### src/rtl/hazard_stall_unit.sv
// rtl/hazard_stall_unit.sv - hazard detection, forwarding and mult/div stall control for a 5-stage MIPS pipeline
//
// Purpose:
//   Generates the fetch enable, decode hold and execute flush for load-use,
//   branch-in-decode and HI/LO-pending hazards. Produces operand forwarding
//   selects for the execute ALU and the decode branch comparator. Tracks the
//   multi-cycle mult/div unit with a two-state FSM.
//
// Optional feature (macro STALL_COUNTER_EN):
//   defined   - stallCount counts stalled cycles and saturates at all-ones
//   undefined - no counter register; stallCount is tied to 0
//
// Ports:
//   clk, reset                      clock, asynchronous active-high reset
//   rsD, rtD / rsE, rtE             decode / execute source registers
//   writeRegE/M/W, regWriteE/M/W    destination register and write enable per stage
//   memToRegE, memToRegM            load in execute / memory
//   branchD                         branch resolved in decode
//   mdStartE                        mult/div issued in execute (1-cycle pulse)
//   mdUseD                          decode instruction reads HI/LO
//   enF, stallD, flushE             PC enable, decode hold, execute clear
//   forwardAD, forwardBD            ALUOutM to branch comparator
//   forwardAE, forwardBE            00 = RF, 10 = ALUOutM, 01 = ResultW
//   mdBusy                          mult/div in progress
//   stallCount                      stall-cycle counter
module hazard_stall_unit #(
  parameter int MD_LATENCY = 4,
  parameter int CNT_W      = 16
) (
  input  logic             clk,
  input  logic             reset,
  input  logic [4:0]       rsD,
  input  logic [4:0]       rtD,
  input  logic [4:0]       rsE,
  input  logic [4:0]       rtE,
  input  logic [4:0]       writeRegE,
  input  logic [4:0]       writeRegM,
  input  logic [4:0]       writeRegW,
  input  logic             regWriteE,
  input  logic             regWriteM,
  input  logic             regWriteW,
  input  logic             memToRegE,
  input  logic             memToRegM,
  input  logic             branchD,
  input  logic             mdStartE,
  input  logic             mdUseD,
  output logic             enF,
  output logic             stallD,
  output logic             flushE,
  output logic             forwardAD,
  output logic             forwardBD,
  output logic [1:0]       forwardAE,
  output logic [1:0]       forwardBE,
  output logic             mdBusy,
  output logic [CNT_W-1:0] stallCount
);

  typedef enum logic {
    IDLE = 1'b0,
    BUSY = 1'b1
  } md_state_t;

  localparam logic [3:0] MD_RELOAD = 4'(MD_LATENCY - 1);

  md_state_t  state_q, state_d;
  logic [3:0] cnt_q, cnt_d;

  logic       lwstall, branchstall, mdstall, stall;
  logic       fwd_ad, fwd_bd;
  logic [1:0] fwd_ae, fwd_be;

  // Mult/div tracking FSM

  always_ff @(posedge clk or posedge reset) begin
    if (reset) begin
      state_q <= IDLE;
      cnt_q   <= 4'd0;
    end else begin
      state_q <= state_d;
      cnt_q   <= cnt_d;
    end
  end

  always_comb begin
    state_d = state_q;
    cnt_d   = cnt_q;
    case (state_q)
      IDLE: begin
        if (mdStartE) begin
          state_d = BUSY;
          cnt_d   = MD_RELOAD;
        end
      end
      BUSY: begin
        // A new issue is only accepted in the final busy cycle; earlier
        // issues are a protocol error and are dropped.
        if (cnt_q != 4'd0) begin
          cnt_d = cnt_q - 4'd1;
        end else if (mdStartE) begin
          cnt_d = MD_RELOAD;
        end else begin
          state_d = IDLE;
        end
      end
      default: begin
        state_d = IDLE;
        cnt_d   = 4'd0;
      end
    endcase
  end

  // Forwarding and hazard detection

  always_comb begin
    fwd_ae = 2'b00;
    if (rsE != 5'd0 && rsE == writeRegM && regWriteM) begin
      fwd_ae = 2'b10;
    end else if (rsE != 5'd0 && rsE == writeRegW && regWriteW) begin
      fwd_ae = 2'b01;
    end

    fwd_be = 2'b00;
    if (rtE != 5'd0 && rtE == writeRegM && regWriteM) begin
      fwd_be = 2'b10;
    end else if (rtE != 5'd0 && rtE == writeRegW && regWriteW) begin
      fwd_be = 2'b01;
    end

    fwd_ad = (rsD != 5'd0) && (rsD == writeRegM) && regWriteM;
    fwd_bd = (rtD != 5'd0) && (rtD == writeRegM) && regWriteM;

    // Register 0 is intentionally not excluded here: costs a spare bubble only.
    lwstall = memToRegE && ((rtE == rsD) || (rtE == rtD));

    branchstall = branchD &&
                  ((regWriteE && ((writeRegE == rsD) || (writeRegE == rtD))) ||
                   (memToRegM && ((writeRegM == rsD) || (writeRegM == rtD))));

    // The issue cycle itself counts as busy for a dependent decode.
    mdstall = mdUseD && ((state_q == BUSY) || mdStartE);

    stall = lwstall | branchstall | mdstall;
  end

  // Reset forces a benign pipeline view regardless of the inputs.
  always_comb begin
    enF       = 1'b1;
    stallD    = 1'b0;
    flushE    = 1'b0;
    forwardAD = 1'b0;
    forwardBD = 1'b0;
    forwardAE = 2'b00;
    forwardBE = 2'b00;
    mdBusy    = 1'b0;
    if (!reset) begin
      enF       = ~stall;
      stallD    = stall;
      flushE    = stall;
      forwardAD = fwd_ad;
      forwardBD = fwd_bd;
      forwardAE = fwd_ae;
      forwardBE = fwd_be;
      mdBusy    = (state_q == BUSY);
    end
  end

`ifdef STALL_COUNTER_EN
  logic [CNT_W-1:0] stall_cnt_q, stall_cnt_d;

  always_comb begin
    stall_cnt_d = stall_cnt_q;
    if (stall && (stall_cnt_q != {CNT_W{1'b1}})) begin
      stall_cnt_d = stall_cnt_q + CNT_W'(1);
    end
  end

  always_ff @(posedge clk or posedge reset) begin
    if (reset) begin
      stall_cnt_q <= '0;
    end else begin
      stall_cnt_q <= stall_cnt_d;
    end
  end

  assign stallCount = stall_cnt_q;
`else
  assign stallCount = '0;
`endif

endmodule

### config.mk
export PLATFORM = sky130hd
export DESIGN_NAME = hazard_stall_unit
export DESIGN_NICKNAME = d
export VERILOG_FILES = /design/src/rtl/hazard_stall_unit.sv
export SDC_FILE = /design/constraint.sdc
export NUM_CORES = 1
export LEC_CHECK = 0
export BUFFER_PORTS_ARGS = -buffer_cell sky130_fd_sc_hd__clkbuf_2
export CAP_MARGIN = 20
export CELL_PAD_IN_SITES_DETAIL_PLACEMENT = 0
export CELL_PAD_IN_SITES_GLOBAL_PLACEMENT = 2
export CORE_UTILIZATION = 24
export DETAILED_ROUTE_END_ITERATION = 16
export GPL_TIMING_DRIVEN = 0
export PLACE_DENSITY_LB_ADDON = 0.12
export SLEW_MARGIN = 20
export SYNTH_ARGS = -nofsm -noshare
export SYNTH_HDL_FRONTEND = slang
export SYNTH_SLANG_ARGS = --single-unit
### constraint.sdc
create_clock -name clk -period 3.4 [get_ports clk]
set_clock_uncertainty 0.2 [all_clocks]
set_input_delay 0.68 -clock clk [delete_from_list [all_inputs] [get_ports clk]]
set_output_delay 0.68 -clock clk [all_outputs]
set_load 0.005 [all_outputs]
==> results.sh, run 1 <==
export IMPL_first_pass_iters=10
export IMPL_r2r_slack_ns=1.73
export IMPL_critical_path_class="primary input to output pin"
export IMPL_netlist_instances=145
export IMPL_power_switching_share_pct=36.6
export IMPL_setup_violations_final=0
export IMPL_antenna_found_initial=0
export IMPL_detail_route_iter0_violations=23
export IMPL_setup_slack_ns=0.579
export IMPL_start_util_pct=25.5
export IMPL_cts_root_buffer="clkbuf_8"
export IMPL_grtUsageMet2_pct=24.9
export IMPL_use_met3_pct=1.71
export IMPL_design_core_area_sq_um=4440
export IMPL_hp_class="primary input to asynchronous set/reset pin"
export IMPL_grt_util_all_layers_pct=13.4
export IMPL_drv_cap=0
export IMPL_p_per_area_nw_per_um2=304
export IMPL_dieArea_sq_um=5010
export IMPL_grt_max_degree=9
export IMPL_row_count=24
export IMPL_vias_per_cell=4.25
export IMPL_gp_congestion=0.745
export IMPL_clock_power_share_pct=22.7
export IMPL_numPortBuffers=48
export IMPL_post_synth_num_cell_types=32
export IMPL_seq_area_frac_synth_pct=11.0
export IMPL_die_h_microns=70.8
export IMPL_ys_top_cells_by_count="35 x xnor2_1, 18 x buf_4, 16 x xor2_1"
export IMPL_post_cts_resized=0
export IMPL_clock_latency_ns=0.22
export IMPL_crit_path_end_kind="output pin"
export IMPL_finalHoldViolCount=0
export IMPL_cts_buffers=3
export IMPL_clockBufferDepth=2
export IMPL_cp_cell_sequence="clkbuf_2 > or4_1 > nor2_1 > nor4_1 > nor4_1 > clkbuf_2"
export IMPL_nNetsFinal=259
export IMPL_grt_pass1_vias=1138
export IMPL_synth_ff_type="dfrtp_1"
export IMPL_finalMaxSlewViolations=0
export IMPL_synth_area_sq_um=1130
export IMPL_p_leak_nw=0.707
export IMPL_rr_worst_depth=6
export IMPL_vdd_ir_drop_worst_mv=0.0926
export IMPL_area_delta_synth_final_pct=35.8
export IMPL_clkTransAtPathRegs_ns=0.03
export IMPL_htree_num_levels=1
export IMPL_fillers=502
export IMPL_p_int_mw=0.297
export IMPL_routed_wl_microns=3120
export IMPL_dp_hpwl_microns=2790
export IMPL_reg2reg_from="cnt_q[0]$_DFF_PP0_"
export IMPL_start_kind="primary input"
export IMPL_vias=1122
export IMPL_max_freq_ghz=0.355
export IMPL_cts_hold_buf=0
export IMPL_fin_crit_sh_pct=83.0
export IMPL_synthTopCellsByArea="xnor2_1 27%, xor2_1 12%, buf_4 12%, dfrtp_1 11%, nand4_1 3.3%"
export IMPL_synth_edf_count=0
export IMPL_power_frac_seq_pct=23.8
export IMPL_status="finished with violations"
export IMPL_rsz0062_at_grt="no"
export IMPL_num_antenna_cells=0
export IMPL_critPathLaunch="rsE[1]"
export IMPL_combinationalPowerShare_pct=53.5
export IMPL_dp_slack_ns=0.573
export IMPL_synth_warnings=0
export IMPL_crit_fanout=3
export IMPL_syn_avg_cell_area_sq_um=7.83
export IMPL_ys_async_sr_fraction_pct=100
export IMPL_cp_required_ns=2.52
export IMPL_drc_errors=6
export IMPL_busiest_layer="met2"
export IMPL_die_w_microns=70.8
export IMPL_critPathSlowestCell="or4_1"
export IMPL_drive_above_1_share_pct=37.3
export IMPL_yosysTopAreaCellShare_pct=27.0
export IMPL_failed_checks="design-rule violations"
export IMPL_cp_slowest_stage_delay_ns=0.51
export IMPL_boundaryPins=71
export IMPL_overflow=0
export IMPL_ys_ff_latch=5
export IMPL_use_met1_pct=16.3
export IMPL_post_cts_buffers=0
export IMPL_tritoncts="done"
export IMPL_cp_arrival_ns=1.94
export IMPL_cts_sinks=5
export IMPL_switchingPower_mw=0.171
export IMPL_yosys_area_top_type="xnor2_1"
export IMPL_holdWs_ns=0.260
export IMPL_fin_tns_setup_ns=0
export IMPL_fin_crit_ns=2.82
export IMPL_antenna_left=0
export IMPL_avgRoutedWirePerCell_microns=11.8
export IMPL_grt_pass1_wl_microns=5400
export IMPL_yosysMostFrequentCell="xnor2_1"
export IMPL_r2r_end="cnt_q[0]$_DFF_PP0_"
-- metal layers --
layer  vias to the layer above  wire length (microns)
met2                        34                   1610
li1                        585                      -
met3                         0                    157
met5                         -                      0
met1                       503                   1360
met4                         0                      0
-- metrics by stage --
step                total power [mW]  instances  area [sq um]  utilization [%]
detailed placement             0.366        260          1500             33.7
CTS                            0.476        264          1540             34.7
finish                         0.469        264          1540             34.7
global placement               0.355        260          1500             33.7
global route                   0.514        264          1540             34.7
floorplan                      0.282        160          1190                -
-- power groups by stage --
stage	logic [mW]	registers [mW]	clock network [mW]
2_1_floorplan	0.175	0.106	0
3_3_place_gp	0.244	0.111	0
3_5_place_dp	0.253	0.112	0
4_1_cts	0.254	0.111	0.110
5_1_grt	0.283	0.114	0.117
6_report	0.251	0.111	0.106
-- cells by family (layout without fill, tap and decap cells) --
family / Yosys count / in the layout / share of synthesized area [%]
XOR/XNOR: 51 / 51 / 39.4
AND/OR/NAND/NOR: 50 / 50 / 26.4
buffers and inverters: 26 / 78 / 16.1
AO/OA/AOI/OAI: 10 / 10 / 4.74
flip-flops: 5 / 5 / 11.0
adder cells (fa/ha/maj): 1 / 1 / 1.10
other: 1 / 16 / 0.330
multiplexers: 1 / 1 / 0.992
-- flip-flops by register name (all words and copies together) (netlist names) --
register / flops
cnt_q: 4
state_q: 1
-- worst max-delay path, delay by kind of cell --
family | cells | cell delay, ns
buf+inv | 2 | 0.27
simple gates | 4 | 0.99
-- layout make-up --
class                   instances  area (sq um)  area share (%)
repair buffers                 48           240            15.6
inverters                       3          11.3           0.731
clock buffers                   4          45.0            2.92
plain buffers                  23           171            11.1
well taps                      52          65.1            4.22
multi-input cells             129           883            57.3
flip-flops and latches          5           125            8.12
-- worst max path at each step --
stage          cells past startpoint  slack, ns           end
2_1_floorplan                      5       0.75  forwardBE[0]
3_3_place_gp                       6       0.54  forwardAE[0]
3_5_place_dp                       6       0.57  forwardBE[0]
4_1_cts                            6       0.57  forwardAE[0]
5_1_grt                            6       0.39  forwardAE[0]
6_report                           6       0.58  forwardAE[0]
-- placed cells by master (no fill, tap or decap) --
cell / n
clkbuf_2: 48
xnor2_1: 35
buf_4: 18
xor2_1: 16
conb_1: 16
nand2_1: 9
o21ai_0: 7
nand4_1: 6
nor3_1: 6
dfrtp_1: 5
nor2_1: 4
nor4_1: 4
nor2b_1: 4
inv_1: 3
or4_1: 3
nand3_1: 3
clkbuf_8: 3
buf_6: 2
buf_2: 2
clkbuf_1: 2
nor4_2: 2
nand2b_1: 2
or4_4: 1
nor2_4: 1
and2b_1: 1
o21ai_1: 1
mux2_2: 1
and2_2: 1
and2_1: 1
a21o_1: 1
nor3b_1: 1
a31oi_1: 1
and3_1: 1
ha_1: 1
(Power assumes the default switching activity.)
==> run 2, diff against run 1 <==
--- a/config.mk
+++ b/config.mk
@@ -9,7 +9,7 @@
 export CAP_MARGIN = 20
 export CELL_PAD_IN_SITES_DETAIL_PLACEMENT = 0
 export CELL_PAD_IN_SITES_GLOBAL_PLACEMENT = 2
-export CORE_UTILIZATION = 24
+export CORE_UTILIZATION = 20
 export DETAILED_ROUTE_END_ITERATION = 16
 export GPL_TIMING_DRIVEN = 0
 export PLACE_DENSITY_LB_ADDON = 0.12
==> constraint.sdc (replaced) <==
create_clock -name clk -period 2.5 [get_ports clk]
set_clock_uncertainty 0.2 [all_clocks]
set_input_delay 0.5 -clock clk [delete_from_list [all_inputs] [get_ports clk]]
set_output_delay 0.5 -clock clk [all_outputs]
set_load 0.005 [all_outputs]
==> run 2 against run 1 <==
The run now ends clean. Worst hold slack worse by 0.066 ns. Worst setup slack worse by 0.53 ns. Final cell count is 9.1% higher. Sequential power is 38% higher. Power is 40% higher. Via count is 3.5% higher. Sequential cell count stayed put. Final area is 4.5% higher. Sequential share of layout area is 0.35 points lower. Clock-buffer cell count stayed put. Global-route usage is 1.1 points lower. Non-clock buffer count is 4 higher. Critical endpoint is now forwardBE[0]. Largest power group unchanged. Highest routed layer is now met4.
==> results.sh, run 2 (synthesis results as in run 1) <==
export IMPL_switchingPower_mw=0.245
export IMPL_max_freq_ghz=0.408
export IMPL_final_common_cell="clkbuf_2"
export IMPL_place_area_sq_um=1520
export IMPL_cp_arrival_ns=1.75
export IMPL_grt_max_degree=9
export IMPL_drv_cap=0
export IMPL_drive_above_1_share_pct=40.3
export IMPL_grt_util_all_layers_pct=12.3
export IMPL_start_kind="primary input"
export IMPL_power_switching_share_pct=37.5
export IMPL_htree_num_levels=1
export IMPL_reg2reg_from="cnt_q[0]$_DFF_PP0_"
export IMPL_rr_worst_depth=6
export IMPL_rsz0062_at_grt="yes"
export IMPL_grt_pass1_wl_microns=5800
export IMPL_clkTransAtPathRegs_ns=0.03
export IMPL_design_core_area_sq_um=5470
export IMPL_worstPathBufferInverterCount=2
export IMPL_critical_path_class="primary input to output pin"
export IMPL_clock_latency_ns=0.22
export IMPL_reg_top3="cnt_q: 4 flops, state_q: 1 flops"
export IMPL_hp_class="primary input to asynchronous set/reset pin"
export IMPL_fillers=610
export IMPL_crit_path_end_kind="output pin"
export IMPL_area_delta_synth_final_pct=42.0
export IMPL_cp_slowest_stage_delay_ns=0.53
export IMPL_final_core_util_pct=29.4
export IMPL_fin_cells=288
export IMPL_critPathSlowestCell="or4_4"
export IMPL_nNetsFinal=263
export IMPL_cts_buffers=3
export IMPL_dieArea_sq_um=5980
export IMPL_p_per_area_nw_per_um2=406
export IMPL_combinationalPowerShare_pct=54.0
export IMPL_setup_violations_final=0
export IMPL_detail_route_iter0_violations=21
export IMPL_fin_tns_setup_ns=0
export IMPL_vdd_ir_drop_worst_mv=0.152
export IMPL_antenna_found_initial=0
export IMPL_avgRoutedWirePerCell_microns=12.4
export IMPL_overflow=0
export IMPL_crit_fanout=5
export IMPL_cp_top_family="simple AND/OR/NAND/NOR gates"
export IMPL_worstSetupPathDepth=6
export IMPL_vias=1161
export IMPL_p_total_mw=0.654
export IMPL_vias_per_cell=4.03
export IMPL_clock_power_share_pct=22.6
export IMPL_multi_input_area_sq_um=895
export IMPL_row_count=27
export IMPL_r2r_slack_ns=0.80
export IMPL_largest_register="cnt_q"
export IMPL_die_w_microns=77.3
export IMPL_cp_required_ns=1.80
export IMPL_fin_crit_sh_pct=98.1
export IMPL_final_cell_mix="48 x clkbuf_2, 35 x xnor2_1, 22 x buf_4"
export IMPL_tritoncts="done"
export IMPL_final_area_sq_um=1610
export IMPL_cts_root_buffer="clkbuf_8"
export IMPL_numPortBuffers=48
export IMPL_p_int_mw=0.409
export IMPL_fin_crit_ns=2.45
export IMPL_gp_congestion=0.747
export IMPL_start_util_pct=20.7
export IMPL_boundaryPins=71
export IMPL_cts_sinks=5
export IMPL_cp_common_cell="nor4_2"
export IMPL_cp_cell_sequence="buf_4 > or4_4 > nor2_4 > nor4_2 > nor4_2 > clkbuf_2"
export IMPL_status="finished, final reports clean"
export IMPL_num_antenna_cells=0
export IMPL_die_h_microns=77.3
export IMPL_routed_wl_microns=3560
export IMPL_p_leak_nw=0.722
export IMPL_largest_reg_flops=4
export IMPL_clockBufferDepth=2
export IMPL_first_pass_iters=4
export IMPL_finalHoldViolCount=0
export IMPL_dp_hpwl_microns=3030
export IMPL_place_inst=280
export IMPL_finalMaxSlewViolations=0
export IMPL_grt_pass1_vias=1138
export IMPL_r2r_end="cnt_q[0]$_DFF_PP0_"
export IMPL_seqCellArea_sq_um=125
export IMPL_drc_errors=0
export IMPL_antenna_left=0
export IMPL_power_frac_seq_pct=23.3
## run 2: cell types whose count changed in the layout (fill, tap and decap cells not counted), sizes merged
cell      previous run  this run
buf                 22        26
inv                  3         2
clkinvlp             0         1
## run 2: layout make-up
cell class,count,area share (%)
clock buffers,4,2.80
multi-input cells,129,55.5
inverters,3,0.932
flip-flops and latches,5,7.76
repair buffers,52,16.8
well taps,72,5.59
plain buffers,23,10.6
## run 2: per-layer routing
metal	global-route usage, %	wire (microns)	up-vias
met2	20.9	1650	47
met3	2.02	187	5
met4	3.40	38	0
met1	15.9	1690	515
li1	-	-	594
met5	0	0	-
## run 2: stage by stage
stage	hold WS (ns)	setup WS, ns
5_1_grt	0.221	-0.0185
3_5_place_dp	0.345	0.0215
3_3_place_gp	0.324	0.0164
6_report	0.194	0.0483
2_1_floorplan	0.0968	0.210
4_1_cts	0.112	0.0209
## run 2: timing repair
action / 4_1_cts / 5_1_grt
gates resized for setup: 0 / 4
setup endpoints to repair: 0 / 4
hold buffers: 0 / 0
buffers inserted: 0 / 4
## run 2: worst max path at each step
| stage | from | to | slack (ns) |
|---|---|---|---|
| floorplan | rtE[4] | forwardBE[0] | 0.21 |
| global placement | rtE[4] | forwardBE[0] | 0.02 |
| detailed placement | rsE[1] | forwardAE[0] | 0.02 |
| CTS | rsE[1] | forwardAE[0] | 0.02 |
| global route | rtE[4] | forwardBE[0] | -0.02 |
| finish | rtE[4] | forwardBE[0] | 0.05 |
## run 2: power by group through the flow
| stage | Combinational, mW | Clock [mW] | Sequential [mW] |
|---|---|---|---|
| after global placement | 0.333 | 0 | 0.151 |
| after floorplan | 0.238 | 0 | 0.145 |
| final | 0.353 | 0.148 | 0.153 |
| after CTS | 0.347 | 0.153 | 0.152 |
| after global routing | 0.402 | 0.159 | 0.157 |
| after detailed placement | 0.343 | 0 | 0.154 |
## run 2: tightest hold or removal path, stage by stage
cell,delay (ns)
clkbuf_2,0.17
clkinvlp_4,0.15
buf_4,0.11
